**src/rtl/expr_tx.sv**
```systemverilog
// expr_tx: serialises a packed operand/operator descriptor into an infix
// expression of 9-bit ASCII characters (digit, op, digit, ..., digit) over a
// valid/ready link. Every output comes straight from a flop.
// Optional feature: define EXPR_TX_EVAL_EN to evaluate the expression
// ('*' binds tighter than '+') as the characters are accepted and report it
// on result/result_valid. Without it, result and result_valid are tied to 0.
module expr_tx #(
  parameter int MAX_TERMS = 8
) (
  input  logic                     clk,
  input  logic                     clr,
  input  logic                     start,
  input  logic [3:0]               nterms,
  input  logic [4*MAX_TERMS-1:0]   digits,
  input  logic [MAX_TERMS-2:0]     ops,
  output logic [8:0]               out,
  output logic                     out_valid,
  input  logic                     out_ready,
  output logic                     out_last,
  output logic                     busy,
  output logic                     done,
  output logic [15:0]              result,
  output logic                     result_valid
);

  localparam int IW = $clog2(MAX_TERMS);

  typedef enum logic [1:0] {IDLE, DIGIT, OP, DONE} state_t;

  state_t                 state, state_nxt;
  logic [IW-1:0]          idx, idx_nxt;
  logic [3:0]             n_q, n_src;
  logic [4*MAX_TERMS-1:0] dig_q, dig_src;
  logic [MAX_TERMS-1:0]   ops_q, ops_src;
  logic                   load, accept, last_term;
  logic [8:0]             char_nxt;
  logic                   last_nxt;

  // Nibbles above 9 are clamped so every operand is a single decimal digit.
  function automatic logic [3:0] sat_digit(input logic [3:0] n);
    return (n > 4'd9) ? 4'd9 : n;
  endfunction

  function automatic logic [8:0] digit_char(input logic [3:0] n);
    return 9'h030 + {5'b0, sat_digit(n)};
  endfunction

  function automatic logic [8:0] op_char(input logic mul);
    return mul ? 9'h02A : 9'h02B;
  endfunction

  // Next-state logic plus the character the output register will hold next.
  always_comb begin
    load      = (state == IDLE) && start && (nterms != 4'd0) &&
                ({1'b0, nterms} <= 5'(MAX_TERMS));
    accept    = out_valid & out_ready;
    last_term = (4'(idx) == n_q - 4'd1);
    state_nxt = state;
    idx_nxt   = idx;
    case (state)
      IDLE: begin
        if (load) begin
          state_nxt = DIGIT;
          idx_nxt   = '0;
        end
      end
      DIGIT: begin
        if (accept) state_nxt = last_term ? DONE : OP;
      end
      OP: begin
        if (accept) begin
          idx_nxt   = idx + IW'(1);
          state_nxt = DIGIT;
        end
      end
      DONE:    state_nxt = IDLE;
      default: state_nxt = IDLE;
    endcase
    // On the load edge the descriptor flops are not yet written, so the first
    // character is taken from the input ports directly.
    n_src    = load ? nterms : n_q;
    dig_src  = load ? digits : dig_q;
    ops_src  = load ? {1'b0, ops} : ops_q;
    char_nxt = 9'h000;
    if (state_nxt == DIGIT)   char_nxt = digit_char(dig_src[{idx_nxt, 2'b00} +: 4]);
    else if (state_nxt == OP) char_nxt = op_char(ops_src[idx_nxt]);
    last_nxt = (state_nxt == DIGIT) && (4'(idx_nxt) == n_src - 4'd1);
  end

  // State and operand index; clr abandons any expression in flight.
  always_ff @(posedge clk) begin
    if (clr) begin
      state <= IDLE;
      idx   <= '0;
    end else begin
      state <= state_nxt;
      idx   <= idx_nxt;
    end
  end

  // Descriptor is captured once per expression so later port changes are ignored.
  always_ff @(posedge clk) begin
    if (load) begin
      n_q   <= nterms;
      dig_q <= digits;
      ops_q <= {1'b0, ops};
    end
  end

  // Registered link outputs, precomputed from the next state.
  always_ff @(posedge clk) begin
    if (clr) begin
      out       <= 9'h000;
      out_valid <= 1'b0;
      out_last  <= 1'b0;
      busy      <= 1'b0;
      done      <= 1'b0;
    end else begin
      out       <= char_nxt;
      out_valid <= (state_nxt == DIGIT) || (state_nxt == OP);
      out_last  <= last_nxt;
      busy      <= (state_nxt != IDLE);
      done      <= (state_nxt == DONE);
    end
  end

`ifdef EXPR_TX_EVAL_EN
  logic [15:0] s_q, p_q, p_mul;
  logic [3:0]  cur_digit;
  logic        cur_op;

  function automatic logic [15:0] mul16x4(input logic [15:0] a, input logic [3:0] b);
    logic [19:0] prod;
    prod = {4'b0, a} * {16'b0, b};
    return prod[15:0];
  endfunction

  // Running product of the current '*' chain, scaled by the digit on the link.
  always_comb begin
    cur_digit = sat_digit(dig_q[{idx, 2'b00} +: 4]);
    cur_op    = ops_q[idx];
    p_mul     = mul16x4(p_q, cur_digit);
  end

  // Sum-of-products accumulator; result is published with the DONE cycle.
  always_ff @(posedge clk) begin
    if (clr) begin
      s_q          <= 16'd0;
      p_q          <= 16'd1;
      result       <= 16'd0;
      result_valid <= 1'b0;
    end else begin
      result_valid <= 1'b0;
      if (load) begin
        s_q    <= 16'd0;
        p_q    <= 16'd1;
        result <= 16'd0;
      end else if ((state == DIGIT) && accept) begin
        p_q <= p_mul;
        if (last_term) begin
          result       <= s_q + p_mul;
          result_valid <= 1'b1;
        end
      end else if ((state == OP) && accept && !cur_op) begin
        s_q <= s_q + p_q;
        p_q <= 16'd1;
      end
    end
  end
`else
  assign result       = 16'd0;
  assign result_valid = 1'b0;
`endif

endmodule

```
**config.mk**
```make
export PLATFORM = sky130hd
export DESIGN_NAME = expr_tx
export DESIGN_NICKNAME = d
export VERILOG_FILES = /design/src/rtl/expr_tx.sv
export SDC_FILE = /design/constraint.sdc
export NUM_CORES = 1
export LEC_CHECK = 0
export ABC_AREA = 1
export CORE_ASPECT_RATIO = 0.9
export CORE_MARGIN = 2
export CORE_UTILIZATION = 40
export CTS_CLUSTER_DIAMETER = 60
export DETAILED_ROUTE_END_ITERATION = 6
export PLACE_DENSITY = 0.7
export SLEW_MARGIN = 30
export SYNTH_ARGS = -nofsm -noshare
export SYNTH_HDL_FRONTEND = slang
export SYNTH_SLANG_ARGS = --single-unit
```
**constraint.sdc**
```tcl
create_clock -name clk -period 2.4 [get_ports clk]
set_input_delay 0.24 -clock clk [delete_from_list [all_inputs] [get_ports clk]]
set_output_delay 0.24 -clock clk [all_outputs]
set_load 0.01 [all_outputs]
```
==> impl_metrics.json <==
{
  "hold_path.class": "reg2reg",
  "critPathArrivalTime_ps": 2480,
  "rsz0062_at_grt": "no",
  "status": "finished, final reports clean",
  "dominantRegCellSynth": "dfxtp_1",
  "ys_seq_area_frac": 0.376,
  "async_flop_share": 0,
  "grt_pass1_vias": 2489,
  "synthToLayoutAreaGrowth_pct": 28.8,
  "synthTopCellsByCount": "90 x nand2_1, 84 x inv_1, 58 x dfxtp_1",
  "cp_max_fo": 4,
  "initial_core_util": 0.411,
  "ys_warn_count": 0,
  "cts_max_path_buffers": 2,
  "tritoncts": "done",
  "p_leak_nw": 1.97,
  "yosysTopAreaCellShare": 0.376,
  "clock-root-buffer": "clkbuf_8",
  "drtIter0Drc": 117,
  "seq_area_um2": 1160,
  "clock_latency_ps": 330,
  "num_rows": 30,
  "timing.fmax_mhz": 451,
  "maxSlewViolCount": 0,
  "netlist-cell-type-count": 32,
  "cts_made_buffers": 9,
  "grt_overflow": 0,
  "finalSetupViolations": 0,
  "synth_area_leader_cell": "dfxtp_1",
  "syn_inst": 431,
  "drc": 0,
  "tns_ps": 0,
  "final_util": 0.530,
  "io_pins": 77,
  "finalClockSkew_ps": 6.61,
  "cp.required_ps": 2660,
  "startpoint_type": "flop",
  "htreeDepth": 3,
  "antenna_found_initial": 0,
  "drv_cap": 0,
  "ir_drop_mv": 0.319,
  "final_layout_size_suffix_gt1_frac": 0.151,
  "gp_congestion": 0.797,
  "die_h_um": 87.4,
  "n_fill_cell": 739,
  "multi_input_area_um2": 1430,
  "vias": 2651,
  "ys_ff_latch": 58,
  "nets": 551,
  "fp.dieArea_um2": 8440,
  "grt_pass1_wl_um": 11100,
  "synth_edf_count": 0,
  "worstSetupEndpointType": "flop",
  "finalHoldViolCount": 0,
  "path_class": "reg2reg",
  "diodes": 0,
  "synth_area_leaders": "dfxtp_1 38%, nand2_1 11%, inv_1 10%, nand3_1 9.2%, buf_4 6.1%",
  "period_needed_ps": 2220,
  "path_clk_slew_ps": 70,
  "cts.sinks": 58,
  "route.final.wire_length_um": 6490,
  "fin_crit_sh": 0.924,
  "avgSynthCellArea_um2": 7.16,
  "routedWlPerCell_um": 10.8,
  "synth.cell_area_um2": 3090,
  "yosysMostFrequentCell": "nand2_1",
  "grt_util_all_layers": 0.162,
  "dp_hpwl_um": 4950,
  "grt_max_degree": 40,
  "power_density_nw_per_um2": 727,
  "die_w_um": 96.6,
  "drtAntennaViolNets": 0,
  "core_um2": 7510,
  "vias_per_cell": 4.43,
  "cts_hold_buf": 0,
  "io_buffers": 56,
  "drtPass1Iterations": 4
}
[cell families after synthesis]
logic type	count (synthesis)	share of synthesized area
XOR/XNOR	7	0.0199
adder cells (fa/ha/maj)	7	0.0284
flip-flops	58	0.376
buffers and inverters	127	0.202
AO/OA/AOI/OAI	51	0.105
AND/OR/NAND/NOR	180	0.267
other	1	0.00121
[cell type report]
class / instances / area share
Clock buffer: 12 / 0.0390
Clock inverter: 4 / 0.0126
Inverter: 88 / 0.0830
Multi-Input combinational cell: 265 / 0.359
Sequential cell: 58 / 0.292
Tap cell: 96 / 0.0302
Timing Repair Buffer: 75 / 0.184
[per-layer routing]
metal,global-route usage,up-vias,share of wire
met5,0,-,0
met4,0.0525,0,0.0046
met3,0.0562,4,0.055
met2,0.268,73,0.47
met1,0.199,1167,0.47
li1,-,1407,-
[state kept, by name (all words and copies together) (netlist names)]
| name | count |
|---|---|
| out_last | 1 |
| idx | 3 |
| out_valid | 1 |
| state | 2 |
| ops_q | 8 |
| n_q | 4 |
| done | 1 |
| busy | 1 |
| dig_q | 32 |
| out | 5 |
[timing repair]
item,CTS,global route
setup buffers,0,3
gates resized for setup,3,19
pin swaps,0,6
endpoints found under the setup margin,5,5
[power breakdown]
group,leakage (nW),internal [mW],switching [mW]
logic,1.39,0.360,0.424
clock network,0.0986,0.534,0.375
registers,0.484,1.14,0.0577
total,1.97,2.04,0.857
[worst max-delay path: stages (launching register included)]
cell     delay, ps
dfxtp_2        350
inv_2           60
ha_4           160
xnor2_2        140
xor2_1         140
nor4_1         270
o21ai_1        100
o21ai_1         80
nand2_1        110
inv_2           90
ha_4           130
inv_2           40
nor2_4         180
buf_6          130
nand2_2         60
o21ai_2        110
[worst paths after layout]
| check | from | endpoint | slack (ps) | cells past startpoint |
|---|---|---|---|---|
| setup reg to reg | n_q[0]$_DFF_P_ | out[1]$_SDFF_PP0_ | 180 | 15 |
| setup / recovery | n_q[0]$_DFF_P_ | out[1]$_SDFF_PP0_ | 180 | 15 |
| hold / removal | ops_q[7]$_DFF_P_ | ops_q[7]$_DFF_P_ | 440 | 2 |
| hold reg to reg | ops_q[7]$_DFF_P_ | ops_q[7]$_DFF_P_ | 440 | 2 |
[per-stage QoR]
step | cell area [um^2] | setup WS, ps | instances | hold slack, ps | power (mW)
final | 3980 | 181 | 598 | 436 | 2.89
after global routing | 3980 | 7.01 | 598 | 458 | 3.10
after global placement | 3690 | -117 | 579 | 422 | 1.93
after floorplan | 3160 | 196 | 450 | 350 | 1.75
after CTS | 3910 | 26.5 | 595 | 436 | 2.88
after detailed placement | 3690 | -141 | 579 | 427 | 1.95
[cell usage in the layout, fill, tap and decap left out, types with 3 or more instances in the layout]
cell	count
ha_1	5
xor2_1	5
clkdlybuf4s50_1	56
dfxtp_1	56
nand2_2	4
o21ai_2	8
o21ai_1	17
conb_1	20
nand2_4	3
nand3_1	57
inv_2	9
clkbuf_8	11
o21ai_0	17
nand2_1	90
buf_4	16
nor2_1	14
inv_1	79
(Power assumes the default switching activity.)
